$ cat src/rtl/round_demux_if.sv
// Byte-stream bundle between the round pipeline and the round output demux.
interface round_demux_if;
  logic       start;
  logic [7:0] din;
  logic       enable_din;
  logic [7:0] dout_round1;
  logic       enable_round1;
  logic [7:0] dout_final;
  logic       enable_final;
  logic       last_round;
  logic [3:0] round_cnt;
  logic [3:0] byte_cnt;
  logic       block_done;
  logic       abort;
  logic       stray;

  // Upstream side: feeds bytes, observes steering and position.
  modport master (
    output start, din, enable_din,
    input  dout_round1, enable_round1, dout_final, enable_final, last_round,
    input  round_cnt, byte_cnt, block_done, abort, stray
  );

  // Demux side.
  modport slave (
    input  start, din, enable_din,
    output dout_round1, enable_round1, dout_final, enable_final, last_round,
    output round_cnt, byte_cnt, block_done, abort, stray
  );
endinterface

$ cat src/rtl/round_demux.sv
// Steers bytes leaving the AES round pipeline: intermediate rounds go back to the
// round-input mux, the final round goes to the ciphertext output.
module round_demux #(
  parameter int unsigned BYTES_PER_BLOCK = 16,
  parameter int unsigned NUM_ROUNDS      = 10
) (
  input logic          clk,
  input logic          rst,
  round_demux_if.slave bus
);

  typedef enum logic [1:0] {StIdle, StLoop, StLast} state_e;

  localparam logic [3:0] LastByte   = 4'(BYTES_PER_BLOCK - 1);
  localparam logic [3:0] FinalRound = 4'(NUM_ROUNDS);

  state_e     state_q, state_d;
  logic [3:0] byte_cnt_q, byte_cnt_d;
  logic [3:0] round_cnt_q, round_cnt_d;
  logic [7:0] dout_round1_q, dout_round1_d;
  logic [7:0] dout_final_q, dout_final_d;
  logic       enable_round1_q, enable_round1_d;
  logic       enable_final_q, enable_final_d;
  logic       last_round_q, last_round_d;
  logic       block_done_q, block_done_d;
  logic       abort_q, abort_d;
  logic       stray_q, stray_d;

  // Next-state: start has priority over any byte arriving in the same cycle.
  always_comb begin
    state_d         = state_q;
    byte_cnt_d      = byte_cnt_q;
    round_cnt_d     = round_cnt_q;
    dout_round1_d   = dout_round1_q;
    dout_final_d    = dout_final_q;
    enable_round1_d = 1'b0;
    enable_final_d  = 1'b0;
    block_done_d    = 1'b0;
    abort_d         = 1'b0;
    stray_d         = 1'b0;

    if (bus.start) begin
      abort_d     = (state_q != StIdle);
      state_d     = StLoop;
      byte_cnt_d  = 4'd0;
      round_cnt_d = 4'd1;
    end else if (bus.enable_din) begin
      case (state_q)
        StIdle: begin
          stray_d = 1'b1;
        end
        StLoop: begin
          dout_round1_d   = bus.din;
          enable_round1_d = 1'b1;
          if (byte_cnt_q == LastByte) begin
            byte_cnt_d  = 4'd0;
            round_cnt_d = round_cnt_q + 4'd1;
            if (round_cnt_q + 4'd1 == FinalRound) begin
              state_d = StLast;
            end
          end else begin
            byte_cnt_d = byte_cnt_q + 4'd1;
          end
        end
        StLast: begin
          dout_final_d   = bus.din;
          enable_final_d = 1'b1;
          if (byte_cnt_q == LastByte) begin
            block_done_d = 1'b1;
            state_d      = StIdle;
            byte_cnt_d   = 4'd0;
            round_cnt_d  = 4'd1;
          end else begin
            byte_cnt_d = byte_cnt_q + 4'd1;
          end
        end
        default: begin
          state_d     = StIdle;
          byte_cnt_d  = 4'd0;
          round_cnt_d = 4'd1;
        end
      endcase
    end

    // Registered alongside the state so it tracks the round actually arriving.
    last_round_d = (state_d == StLast);
  end

  // State and output registers; reset discards any partial block.
  always_ff @(posedge clk or posedge rst) begin
    if (rst) begin
      state_q         <= StIdle;
      byte_cnt_q      <= 4'd0;
      round_cnt_q     <= 4'd1;
      dout_round1_q   <= 8'd0;
      dout_final_q    <= 8'd0;
      enable_round1_q <= 1'b0;
      enable_final_q  <= 1'b0;
      last_round_q    <= 1'b0;
      block_done_q    <= 1'b0;
      abort_q         <= 1'b0;
      stray_q         <= 1'b0;
    end else begin
      state_q         <= state_d;
      byte_cnt_q      <= byte_cnt_d;
      round_cnt_q     <= round_cnt_d;
      dout_round1_q   <= dout_round1_d;
      dout_final_q    <= dout_final_d;
      enable_round1_q <= enable_round1_d;
      enable_final_q  <= enable_final_d;
      last_round_q    <= last_round_d;
      block_done_q    <= block_done_d;
      abort_q         <= abort_d;
      stray_q         <= stray_d;
    end
  end

  assign bus.dout_round1   = dout_round1_q;
  assign bus.enable_round1 = enable_round1_q;
  assign bus.dout_final    = dout_final_q;
  assign bus.enable_final  = enable_final_q;
  assign bus.last_round    = last_round_q;
  assign bus.round_cnt     = round_cnt_q;
  assign bus.byte_cnt      = byte_cnt_q;
  assign bus.block_done    = block_done_q;
  assign bus.abort         = abort_q;
  assign bus.stray         = stray_q;

endmodule
$ cat src/flat_wrapper.sv
// flat-port wrapper written by rule: the top's interface ports become plain ports
module round_demux_flat 
#(
  parameter int unsigned BYTES_PER_BLOCK = 16,
  parameter int unsigned NUM_ROUNDS      = 10
)
  (clk, rst, bus_start, bus_din, bus_enable_din, bus_dout_round1, bus_enable_round1, bus_dout_final, bus_enable_final, bus_last_round, bus_round_cnt, bus_byte_cnt, bus_block_done, bus_abort, bus_stray);
  round_demux_if bus_i ();
  input logic clk;
  input logic rst;
  input wire logic [$bits(bus_i.start)-1:0] bus_start;
  input wire logic [$bits(bus_i.din)-1:0] bus_din;
  input wire logic [$bits(bus_i.enable_din)-1:0] bus_enable_din;
  output wire logic [$bits(bus_i.dout_round1)-1:0] bus_dout_round1;
  output wire logic [$bits(bus_i.enable_round1)-1:0] bus_enable_round1;
  output wire logic [$bits(bus_i.dout_final)-1:0] bus_dout_final;
  output wire logic [$bits(bus_i.enable_final)-1:0] bus_enable_final;
  output wire logic [$bits(bus_i.last_round)-1:0] bus_last_round;
  output wire logic [$bits(bus_i.round_cnt)-1:0] bus_round_cnt;
  output wire logic [$bits(bus_i.byte_cnt)-1:0] bus_byte_cnt;
  output wire logic [$bits(bus_i.block_done)-1:0] bus_block_done;
  output wire logic [$bits(bus_i.abort)-1:0] bus_abort;
  output wire logic [$bits(bus_i.stray)-1:0] bus_stray;
  assign bus_i.start = bus_start;
  assign bus_i.din = bus_din;
  assign bus_i.enable_din = bus_enable_din;
  assign bus_dout_round1 = bus_i.dout_round1;
  assign bus_enable_round1 = bus_i.enable_round1;
  assign bus_dout_final = bus_i.dout_final;
  assign bus_enable_final = bus_i.enable_final;
  assign bus_last_round = bus_i.last_round;
  assign bus_round_cnt = bus_i.round_cnt;
  assign bus_byte_cnt = bus_i.byte_cnt;
  assign bus_block_done = bus_i.block_done;
  assign bus_abort = bus_i.abort;
  assign bus_stray = bus_i.stray;
  round_demux #(.BYTES_PER_BLOCK(BYTES_PER_BLOCK), .NUM_ROUNDS(NUM_ROUNDS)) u_core (.clk(clk), .rst(rst), .bus(bus_i));
endmodule
$ cat config.mk
export PLATFORM = sky130hd
export DESIGN_NAME = round_demux_flat
export DESIGN_NICKNAME = d
export VERILOG_FILES = /design/src/rtl/round_demux_if.sv /design/src/rtl/round_demux.sv /design/src/flat_wrapper.sv
export SDC_FILE = /design/constraint.sdc
export NUM_CORES = 1
export LEC_CHECK = 0
export CORE_ASPECT_RATIO = 1.1
export CORE_MARGIN = 2
export CORE_UTILIZATION = 35
export DETAILED_ROUTE_END_ITERATION = 7
export PLACE_DENSITY_LB_ADDON = 0.05
export SLEW_MARGIN = 20
export SYNTH_ARGS = -nofsm -noshare
export SYNTH_HDL_FRONTEND = slang
export SYNTH_SLANG_ARGS = --single-unit
$ cat constraint.sdc
create_clock -name clk -period 1.9 [get_ports clk]
set_input_delay 0.285 -clock clk [delete_from_list [all_inputs] [get_ports clk]]
set_output_delay 0.285 -clock clk [all_outputs]
set_load 0.005 [all_outputs]
* Yosys cells after proc, flatten, opt, wreduce, memory -nomap -nowiden
Cells that the tools add are included.
Word-level totals: register bits after elaboration 32, latch bits 0, bits in writable memories 0, ROM bits 0, input bits 12, output and inout port bits 30, word-level logic and storage cells 59, memories 0
Operators by class: add/subtract/negate cells 2, multipliers 0, divide/modulo/power cells 0, magnitude comparators 0, eq/ne operators 8, shifts and indexed selects 0, muxes and demuxes 29, bitwise logic cells 1, reduce and logical (&&, ||, !) cells 8
Operators with widths (count):
- two-way mux 4 bit | 7
- two-way mux 1 bit | 14
- one-hot mux 4 bit (3 select lines) | 1
- two-way mux 2 bit | 5
- adder 4 x 1 -> 4 bit (second input constant) | 2
- == test 4 bit (second input constant) | 2
- one-hot mux 4 bit (2 select lines) | 1
- != test 3 x 2 -> 1 bit (second input constant) | 2
- one-hot mux 2 bit (3 select lines) | 1
- AND reduction 3 bit | 2
- == test 2 bit (second input constant) | 2
- AND reduction 4 bit | 1
- nonzero test 2 bit | 2
- == test 2 x 1 -> 1 bit (second input constant) | 1
- logical NOT 2 bit | 1
- != test 2 bit (second input constant) | 1
- AND reduction 2 bit | 1
- OR reduction 2 bit | 1
- inverter 1 bit | 1

* Longest topological paths before layout
Gate-level depths: netlist of the first run.
word-level depth 8, depth in mapped cells 6, gate-level depth less buffers 6

* Least setup slack after synthesis of the first run
OpenSTA, ideal clock, no wires.
kind reg-to-reg, start point reg u_core.round_cnt_q[0], in the netlist u_core.bus.round_cnt[0], end point reg u_core.last_round_q, in the netlist u_core.bus.last_round, library setup time 0.080 ns, arrival 1.426 ns, slack 0.394 ns, stages on the path, launching flop included 6, buffers on the path 0, clock period less this slack 1.506 ns, cells stage by stage dfstp_2 > ha_1 > xnor2_1 > nand4_2 > o32a_1 > nor3_2
On the way: cells in the longest elaborated chain, start to end 8
Ends and longest elaborated chain:
- from (decl) | line round_demux.sv:19 | logic [3:0] round_cnt_q, round_cnt_d;
- from (signal assigned) | line round_demux.sv:106 | round_cnt_q <= round_cnt_d;
- adder 4 x 1 -> 4 bit | line round_demux.sv:58 | if (round_cnt_q + 4'd1 == FinalRound) begin
- == test 4 bit | line round_demux.sv:58
- two-way mux 2 bit | line round_demux.sv:58
- two-way mux 2 bit | line round_demux.sv:55 | if (byte_cnt_q == LastByte) begin
- one-hot mux 2 bit (3 select lines) | line round_demux.sv:48 | case (state_q)
- two-way mux 2 bit | line round_demux.sv:47 | end else if (bus.enable_din) begin
- two-way mux 2 bit | line round_demux.sv:42 | if (bus.start) begin
- == test 2 bit | line round_demux.sv:86 | last_round_d = (state_d == StLast);
- named net u_core.last_round_d | line round_demux.sv:24 | logic last_round_q, last_round_d;
- to (signal assigned) | line round_demux.sv:111 | last_round_q <= last_round_d;
- to (decl) | line round_demux.sv:24
The timed path passes the listed nets, and every way through them passes these cells. A chain may end at the register's enable or synchronous reset.

* Final worst setup path of the first run
start point reg u_core.state_q[0], end point reg u_core.round_cnt_q[2], in the netlist u_core.bus.round_cnt[2]
On the way: cells in the longest elaborated chain, start to end 4, elaborated cells on any way between the ends 10, those cells by class eq/ne (5); mux (3); reduce/logical (2)
Ends and longest elaborated chain:
- from (decl) | line round_demux.sv:17 | state_e state_q, state_d;
- from (signal assigned) | line round_demux.sv:92 | state_q <= StIdle;
- from (signal assigned) | line round_demux.sv:104 | state_q <= state_d;
- == test 2 bit (tied with other cells) | line round_demux.sv:48
- one-hot mux 4 bit (3 select lines) | line round_demux.sv:48
- two-way mux 4 bit | line round_demux.sv:47
- two-way mux 4 bit | line round_demux.sv:42
Several ways; a longest one is shown, not always the timed one. The select of a mux whose other input is x is not followed.

==> flow_metrics.py, run 1 <==
metrics = {
    "grt": {
        "grt_remaining_overflow": 0,
        "grt_pass1_vias": 976,
        "grt_usage": 0.1253,
        "antenna_found_initial": 0,
        "grt_max_degree": 22,
        "grt_first_pass_wirelength_um": 4416,
    },
    "synthesis": {
        "yosys_most_used_dff": "dfrtp_1",
        "yosysUniqueCellTypes": 36,
        "synth_top_area_frac": 0.5453,
        "synthesis.nets": 129,
        "synthCells": 110,
        "yosys_warnings": 0,
        "postSynth.asyncResetShare": 1.000,
        "ys_ff_latch": 32,
        "synth_edf_count": 0,
        "syn_area_um2": 1423,
        "yosys-top-cells-area": "dfrtp_1, mux2_2, ha_1",
        "ys_seq_area_frac": 0.5638,
        "synth_largest_area_cell": "dfrtp_1",
        "postSynthAreaPerCell_um2": 12.93,
    },
    "clock_network": {
        "cts_resized": 0,
        "cts.sinks": 32,
        "cts.hold.buffers_added": 0,
        "cts_inserted_buffers": 5,
        "post_cts_buffers": 0,
        "tritoncts": "built",
        "clk_latency_ns": 0.28,
        "h-tree-depth": 2,
        "path_clk_slew_ns": 0.06,
        "clockBufferDepth": 2,
        "clock-root-buffer": "clkbuf_8",
    },
    "finish": {
        "diodes": 0,
        "multi_input_area_um2": 594.3,
        "n_fill_cell": 359,
        "regArea_um2": 802.0,
        "finish.net_count": 179,
        "final_layout_size_suffix_gt1_frac": 0.2250,
        "area_growth_pct": 42.13,
    },
    "power": {
        "leakage_uw": 0.0009225,
        "cellPowerDensity_nw_per_um2": 738.8,
        "ir_worst_vdd_mv": 0.3863,
    },
    "critical_path": {
        "path_cells": "inv_1 -> ha_1 -> nor2b_2 -> nand4_1 -> nor3b_1 -> a21o_1",
        "r2r_cells": 6,
        "path_class": "flop to flop",
        "worstSetupStartpointType": "flop",
        "cp_num_buf_inv": 1,
        "critical_path_depth": 6,
        "worstPathMaxFanout": 7,
        "critPathTopFamily": "simple AND/OR/NAND/NOR gates",
        "slowest_stage": "dfrtp_1",
        "arrival_ns": 1.88,
        "critPathRequiredTime_ns": 2.12,
        "crit_path_max_incr_delay_ns": 0.43,
        "end_kind": "flop",
    },
    "sta": {
        "fin_ws_ns": 0.2417,
        "timing.final.crit_share": 0.8728,
        "period_minus_slack_ns": 1.658,
        "final_hold_viol_count": 0,
        "tns_ns": 0,
        "rsz0062_at_grt": "no",
        "worst_slew_pin_slew_ns": 0.5133,
        "max_clock_freq_mhz": 603.0,
        "slew_violations": 0,
        "clock_skew_ns": 0.005029,
        "slew_headroom": 0.6574,
        "finalSetupViolations": 0,
    },
    "place": {
        "place.gp.congestion": 0.7055,
        "portBuffers": 41,
        "place_ws_ns": 0.1282,
        "hpwl_um": 2021,
    },
    "route": {
        "drt-pass1-iter-count": 4,
        "via_count": 999,
        "detail_route.wl_per_cell_um": 12.89,
        "initialDrtViolationCount": 23,
        "wirelength_um": 2732,
        "antenna_left": 0,
        "vias_per_cell": 4.712,
        "route.detailed.drc": 0,
    },
    "die": {
        "core_um2": 3934,
        "start_util": 0.3616,
        "die_area_um2": 4591,
        "die_y_um": 70.87,
        "io_pins": 42,
        "rows": 24,
        "dieWidth_um": 64.79,
    },
    "worst_hold_path": {
        "hp-class": "input pin to asynchronous set/reset pin",
    },
    "outcome": {
        "run_status": "complete, no violations",
    },
    "run": {
        "drv_cap": 0,
    },
}
power breakdown:
part	switching (uW)	total (uW)	internal, uW
logic	66.3	197	130
clock network	227	549	322
registers	24.1	748	724
layout make-up:
| type | count | share of cell area |
|---|---|---|
| timing repair buffer | 43 | 0.2166 |
| multi-input combinational | 71 | 0.2939 |
| sequential | 32 | 0.3967 |
| tap | 52 | 0.03218 |
| inverter | 7 | 0.01300 |
| clock buffer | 7 | 0.04765 |
cells in the final DEF (no fill, tap or decap), drive strengths merged:
cell type      count
nor2b              1
and2               1
o31a               1
nand2b             1
buf                2
inv                7
ha                 7
o22ai              1
or2                1
a211oi             1
dfstp              1
clkbuf             7
o21ai              6
o21a               1
o32a               1
nand4b             1
nor3b              3
nand4              2
a21o               2
and3               2
nand2              7
and2b              1
a22o               1
mux2i              1
o21bai             2
o31ai              1
xnor2              1
dfrtp             31
xor2               1
mux2              16
nor3               1
nand3              3
nor2               3
a21oi              1
clkdlybuf4s50     41
final timing paths:
kind / from / endpoint / slack (ns)
worst max-delay path: u_core.state_q[0] / u_core.bus.round_cnt[2] / 0.24
worst min-delay path: rst / u_core.bus.round_cnt[2] / 0.34
worst max register to register: u_core.state_q[0] / u_core.bus.round_cnt[2] / 0.24
worst min register to register: u_core.bus.dout_round1[6] / u_core.bus.dout_round1[6] / 0.50
max in group asynchronous: rst / u_core.bus.dout_final[1] / 1.08
min in group clk: u_core.bus.dout_round1[6] / u_core.bus.dout_round1[6] / 0.50
metrics by stage:
step	hold slack, ns	cells	utilization	instance area (um^2)	total power, uW
floorplan	0.3481	110	-	1423	828.7
global placement	0.4862	205	0.4895	1926	956.3
detailed placement	0.4923	205	0.4895	1926	961.4
CTS	0.3553	212	0.5140	2022	1522
global route	0.3705	212	0.5140	2022	1558
finish	0.3416	212	0.5140	2022	1494
per-layer routing:
layer  track usage  up-vias  wire length, um
met4       0.06383        0               59
met1        0.1544      476             1196
li1              -      488                -
met2        0.2005       30             1319
met5             0        -                0
met3       0.03498        5              157
cell families after synthesis:
logic type / count (synthesis) / synth area share
xor gates and xnor gates: 2 / 0.01232
muxes: 17 / 0.1337
adders and majority gates: 7 / 0.06156
buffers and inverters: 7 / 0.01847
and+or+nand+nor: 27 / 0.1240
DFF: 32 / 0.5638
AOI/OAI and AO/OA: 18 / 0.08619
registers in the layout, summed over array words and instances (netlist names), 2 cells and up:
register / flops
u_core.bus.byte_cnt: 4
u_core.bus.round_cnt: 4
u_core.bus.dout_round1: 8
u_core.bus.dout_final: 8
u_core.state_q: 2
cells in the mapped netlist, types with 2 or more instances:
cell type  instances
mux2_2            16
nand3_1            2
o21ai_0            6
nor3b_1            3
inv_1              7
dfrtp_1           31
ha_1               7
a21o_1             2
nand2_1            5
nor2_1             3
o21bai_1           2
nand2_2            2
Note: power is estimated with default switching activity, not from simulation.
==> run 2, diff against run 1 <==
--- a/config.mk
+++ b/config.mk
@@ -7,7 +7,7 @@
 export LEC_CHECK = 0
 export CORE_ASPECT_RATIO = 1.1
 export CORE_MARGIN = 2
-export CORE_UTILIZATION = 35
+export CORE_UTILIZATION = 50
 export DETAILED_ROUTE_END_ITERATION = 7
 export PLACE_DENSITY_LB_ADDON = 0.05
 export SLEW_MARGIN = 20
==> constraint.sdc (replaced) <==
create_clock -name clk -period 1.95 [get_ports clk]
set_input_delay 0.2925 -clock clk [delete_from_list [all_inputs] [get_ports clk]]
set_output_delay 0.2925 -clock clk [all_outputs]
set_load 0.005 [all_outputs]
==> flow_metrics.py, run 2 (synthesis gave the netlist of run 1 again) <==
metrics = {
    "outcome": {
        "run_status": "complete, no violations",
    },
    "finish": {
        "diodes": 0,
        "fin_area_um2": 1948,
        "n_fill_cell": 214,
        "final_common_cell": "clkdlybuf4s50_1",
        "area_growth_pct": 36.94,
        "finish.net_count": 179,
        "fin_cells": 194,
        "final_layout_size_suffix_gt1_frac": 0.2174,
        "layout_common_cells": "clkdlybuf4s50_1, dfrtp_1, mux2_2",
    },
    "sta": {
        "slew_headroom": 0.7441,
        "slew_violations": 0,
        "max_clock_freq_mhz": 580.3,
        "timing.final.crit_share": 0.8837,
        "worst_hold_slack_ns": 0.3289,
        "worst_slew_pin_slew_ns": 0.3838,
        "rsz0062_at_grt": "no",
        "final_hold_viol_count": 0,
        "clock_skew_ns": 0.007568,
        "tns_ns": 0,
        "finalSetupViolations": 0,
        "period_minus_slack_ns": 1.723,
    },
    "run": {
        "drv_cap": 0,
    },
    "critical_path": {
        "critical_path_depth": 1,
        "cp_num_buf_inv": 1,
        "worstPathMaxFanout": 6,
        "critPathRequiredTime_ns": 1.66,
        "end_kind": "output pin",
        "slowest_stage": "dfstp_2",
        "r2r_cells": 6,
        "worstSetupStartpointType": "flop",
        "critPathTopFamily": "flip-flops",
        "arrival_ns": 1.43,
        "crit_path_max_incr_delay_ns": 0.59,
        "path_cells": "clkdlybuf4s50_1",
        "path_class": "flop to output pin",
    },
    "route": {
        "detail_route.wl_per_cell_um": 13.84,
        "drt-pass1-iter-count": 4,
        "wirelength_um": 2684,
        "antenna_left": 0,
        "vias_per_cell": 5.149,
        "via_count": 999,
        "route.detailed.drc": 0,
        "initialDrtViolationCount": 15,
    },
    "place": {
        "place.gp.congestion": 0.8341,
        "portBuffers": 41,
        "hpwl_um": 2006,
        "place_area_um2": 1889,
        "placed_cells": 186,
    },
    "die": {
        "rows": 20,
        "io_pins": 42,
        "core_um2": 2728,
        "die_y_um": 59.95,
        "start_util": 0.5216,
        "die_area_um2": 3289,
        "dieWidth_um": 54.86,
    },
    "clock_network": {
        "clockBufferDepth": 2,
        "clock-root-buffer": "clkbuf_4",
        "clk_latency_ns": 0.32,
        "cts.sinks": 32,
        "cts.hold.buffers_added": 0,
        "h-tree-depth": 2,
        "cts_inserted_buffers": 5,
        "cts_resized": 0,
        "path_clk_slew_ns": 0.09,
        "tritoncts": "built",
        "post_cts_buffers": 0,
    },
    "power": {
        "cellPowerDensity_nw_per_um2": 667.2,
        "ir_worst_vdd_mv": 0.5229,
        "leakage_uw": 0.0009002,
    },
    "worst_hold_path": {
        "hp-class": "input pin to asynchronous set/reset pin",
    },
    "grt": {
        "antenna_found_initial": 0,
        "grt_max_degree": 33,
        "grt_pass1_vias": 950,
        "grt_usage": 0.1859,
        "grt_remaining_overflow": 0,
        "grt_first_pass_wirelength_um": 4146,
    },
}
run 2: cell count changes in the layout (fill, tap and decap cells not counted), sizes merged:
cell    before  now
clkbuf       7    8
run 2: report_power, final:
group          switching, uW  internal, uW  total, uW
logic                   64.9           124        189
registers               23.9           704        728
clock network            205           178        383
total                    294          1010       1300
run 2: metrics by stage:
step	utilization	power, uW	setup slack, ns
final	0.7142	1300	0.2268
after global routing	0.7142	1369	0.1200
after CTS	0.7142	1317	0.2049
after detailed placement	0.6927	933.8	0.1841
after global placement	0.6927	927.0	0.2096
after floorplan	-	807.5	0.4441
run 2: path summary, 6_finish.rpt:
check | start | end | slack [ns]
worst max-delay path | u_core.bus.round_cnt[0] | bus_round_cnt[0] | 0.23
worst min-delay path | rst | u_core.bus.last_round | 0.33
worst max register to register | u_core.state_q[0] | u_core.bus.round_cnt[2] | 0.30
worst min register to register | u_core.bus.dout_final[6] | u_core.bus.dout_final[6] | 0.51
max in group asynchronous | rst | u_core.bus.round_cnt[0] | 1.31
min in group clk | u_core.bus.dout_final[6] | u_core.bus.dout_final[6] | 0.51
run 2: area by class of cell:
class | count | area, um^2 | share of cell area
Sequential cell | 32 | 802.0 | 0.4117
Multi-Input combinational cell | 71 | 594.3 | 0.3051
Timing Repair Buffer | 43 | 425.4 | 0.2184
Clock buffer | 8 | 58.81 | 0.03019
Tap cell | 33 | 41.29 | 0.02119
Inverter | 7 | 26.28 | 0.01349
run 2: layer usage:
layer,global-route usage,vias to the layer above,share of wire
li1,-,489,-
met1,0.2136,469,0.41
met2,0.3078,36,0.51
met3,0.04500,5,0.063
met4,0.1071,0,0.016
met5,0,-,0
==> run 3, diff against run 2 <==
--- a/config.mk
+++ b/config.mk
@@ -9,6 +9,7 @@
 export CORE_MARGIN = 2
 export CORE_UTILIZATION = 50
 export DETAILED_ROUTE_END_ITERATION = 7
+export HOLD_SLACK_MARGIN = 0.12
 export PLACE_DENSITY_LB_ADDON = 0.05
 export SLEW_MARGIN = 20
 export SYNTH_ARGS = -nofsm -noshare
==> constraint.sdc (replaced) <==
create_clock -name clk -period 2.2 [get_ports clk]
set_input_delay 0.33 -clock clk [delete_from_list [all_inputs] [get_ports clk]]
set_output_delay 0.33 -clock clk [all_outputs]
set_load 0.005 [all_outputs]
==> flow_metrics.py, run 3 (synthesis gave the netlist of run 1 again) <==
metrics = {
    "place": {
        "portBuffers": 41,
        "hpwl_um": 1953,
        "place.gp.congestion": 0.8504,
    },
    "clock_network": {
        "clock-root-buffer": "clkbuf_4",
        "cts_inserted_buffers": 5,
        "path_clk_slew_ns": 0.09,
        "h-tree-depth": 2,
        "cts.hold.buffers_added": 0,
        "cts_resized": 0,
        "clk_latency_ns": 0.33,
        "post_cts_buffers": 0,
        "clockBufferDepth": 2,
        "cts.sinks": 32,
        "tritoncts": "built",
    },
    "finish": {
        "area_growth_pct": 37.29,
        "finish.net_count": 178,
        "layout_common_cells": "clkdlybuf4s50_1, dfrtp_1, mux2_2",
        "final_layout_size_suffix_gt1_frac": 0.2125,
        "final_common_cell": "clkdlybuf4s50_1",
        "diodes": 0,
    },
    "sta": {
        "finalSetupViolations": 0,
        "slew_violations": 0,
        "worst_slew_pin_slew_ns": 0.3593,
        "tns_ns": 0,
        "rsz0062_at_grt": "no",
        "period_minus_slack_ns": 1.775,
        "worst_hold_slack_ns": 0.3208,
        "max_clock_freq_mhz": 563.5,
        "final_hold_viol_count": 0,
        "clock_skew_ns": 0.008835,
        "slew_headroom": 0.7605,
        "timing.final.crit_share": 0.8066,
    },
    "die": {
        "core_um2": 2728,
        "dieWidth_um": 54.86,
        "io_pins": 42,
        "start_util": 0.5216,
        "die_area_um2": 3289,
        "die_y_um": 59.95,
        "rows": 20,
    },
    "critical_path": {
        "end_kind": "output pin",
        "slowest_stage": "dfstp_2",
        "cp_num_buf_inv": 1,
        "arrival_ns": 1.44,
        "critPathTopFamily": "flip-flops",
        "critPathRequiredTime_ns": 1.87,
        "crit_path_max_incr_delay_ns": 0.60,
        "path_cells": "clkdlybuf4s50_1",
        "worstSetupStartpointType": "flop",
        "worstPathMaxFanout": 6,
        "path_class": "flop to output pin",
    },
    "route": {
        "antenna_left": 0,
        "drt-pass1-iter-count": 4,
        "route.detailed.drc": 0,
        "initialDrtViolationCount": 14,
        "detail_route.wl_per_cell_um": 13.52,
        "wirelength_um": 2609,
        "via_count": 996,
        "vias_per_cell": 5.161,
    },
    "power": {
        "p_int_uw": 893.0,
        "pwr-share-comb": 0.146,
        "cellPowerDensity_nw_per_um2": 589.3,
        "leakage_uw": 0.0009000,
        "power_frac_seq": 0.560,
        "clkPwrFrac": 0.294,
        "switching_power_uw": 258.0,
        "ir_worst_vdd_mv": 0.4294,
        "switching_share": 0.2241,
    },
    "grt": {
        "grt_remaining_overflow": 0,
        "grt_util_met2": 0.3180,
        "grt_max_degree": 33,
        "grt.met1_usage": 0.2184,
        "grt_first_pass_wirelength_um": 4353,
        "grt_pass1_vias": 1006,
        "top_usage_layer": "met2",
        "gr-usage-met3": 0.07250,
        "grt_usage": 0.1942,
        "antenna_found_initial": 0,
    },
    "worst_hold_path": {
        "hp-class": "input pin to asynchronous set/reset pin",
    },
    "outcome": {
        "run_status": "complete, no violations",
    },
    "run": {
        "drv_cap": 0,
    },
}
[run 3: power groups by stage]
stage | logic (uW) | registers [uW] | clock network (uW)
5_1_grt | 186 | 649 | 384
4_1_cts | 172 | 644 | 351
2_1_floorplan | 58.1 | 658 | 0
6_report | 169 | 644 | 338
3_3_place_gp | 168 | 655 | 0
3_5_place_dp | 170 | 656 | 0
[run 3: cell type report]
type	instances	area (um^2)
inverters	7	26.28
multi-input cells	71	594.3
well taps	33	41.29
fillers	199	774.5
flip-flops and latches	32	802.0
repair buffers	42	430.4
clock buffers	8	58.81
[run 3: metrics by stage]
stage / util / setup slack, ns / instance area (um^2) / std cells / power [uW]
5_1_grt: 0.7161 / 0.3161 / 1953 / 193 / 1220
3_3_place_gp: 0.6945 / 0.3087 / 1894 / 185 / 822.9
3_5_place_dp: 0.6945 / 0.2741 / 1894 / 185 / 826.7
6_report: 0.7161 / 0.4254 / 1953 / 193 / 1151
2_1_floorplan: - / 0.6941 / 1423 / 110 / 715.7
4_1_cts: 0.7161 / 0.4099 / 1953 / 193 / 1167
[run 3: final timing paths]
path                                            from                        end  slack (ns)  cells past startpoint
max                          u_core.bus.round_cnt[0]           bus_round_cnt[0]        0.43                      1
min                                              rst    u_core.bus.round_cnt[1]        0.32                      3
max reg2reg                        u_core.state_q[0]    u_core.bus.round_cnt[2]        0.55                      6
min reg2reg                u_core.bus.dout_round1[3]  u_core.bus.dout_round1[3]        0.51                      1
max in group asynchronous                        rst    u_core.bus.round_cnt[0]        1.65                      3
min in group clk           u_core.bus.dout_round1[3]  u_core.bus.dout_round1[3]        0.51                      1
[run 3: layer usage]
metal	part of all wire	vias to the layer above
li1	-	485
met1	0.40	478
met2	0.53	27
met3	0.051	6
met4	0.019	0
met5	0	-
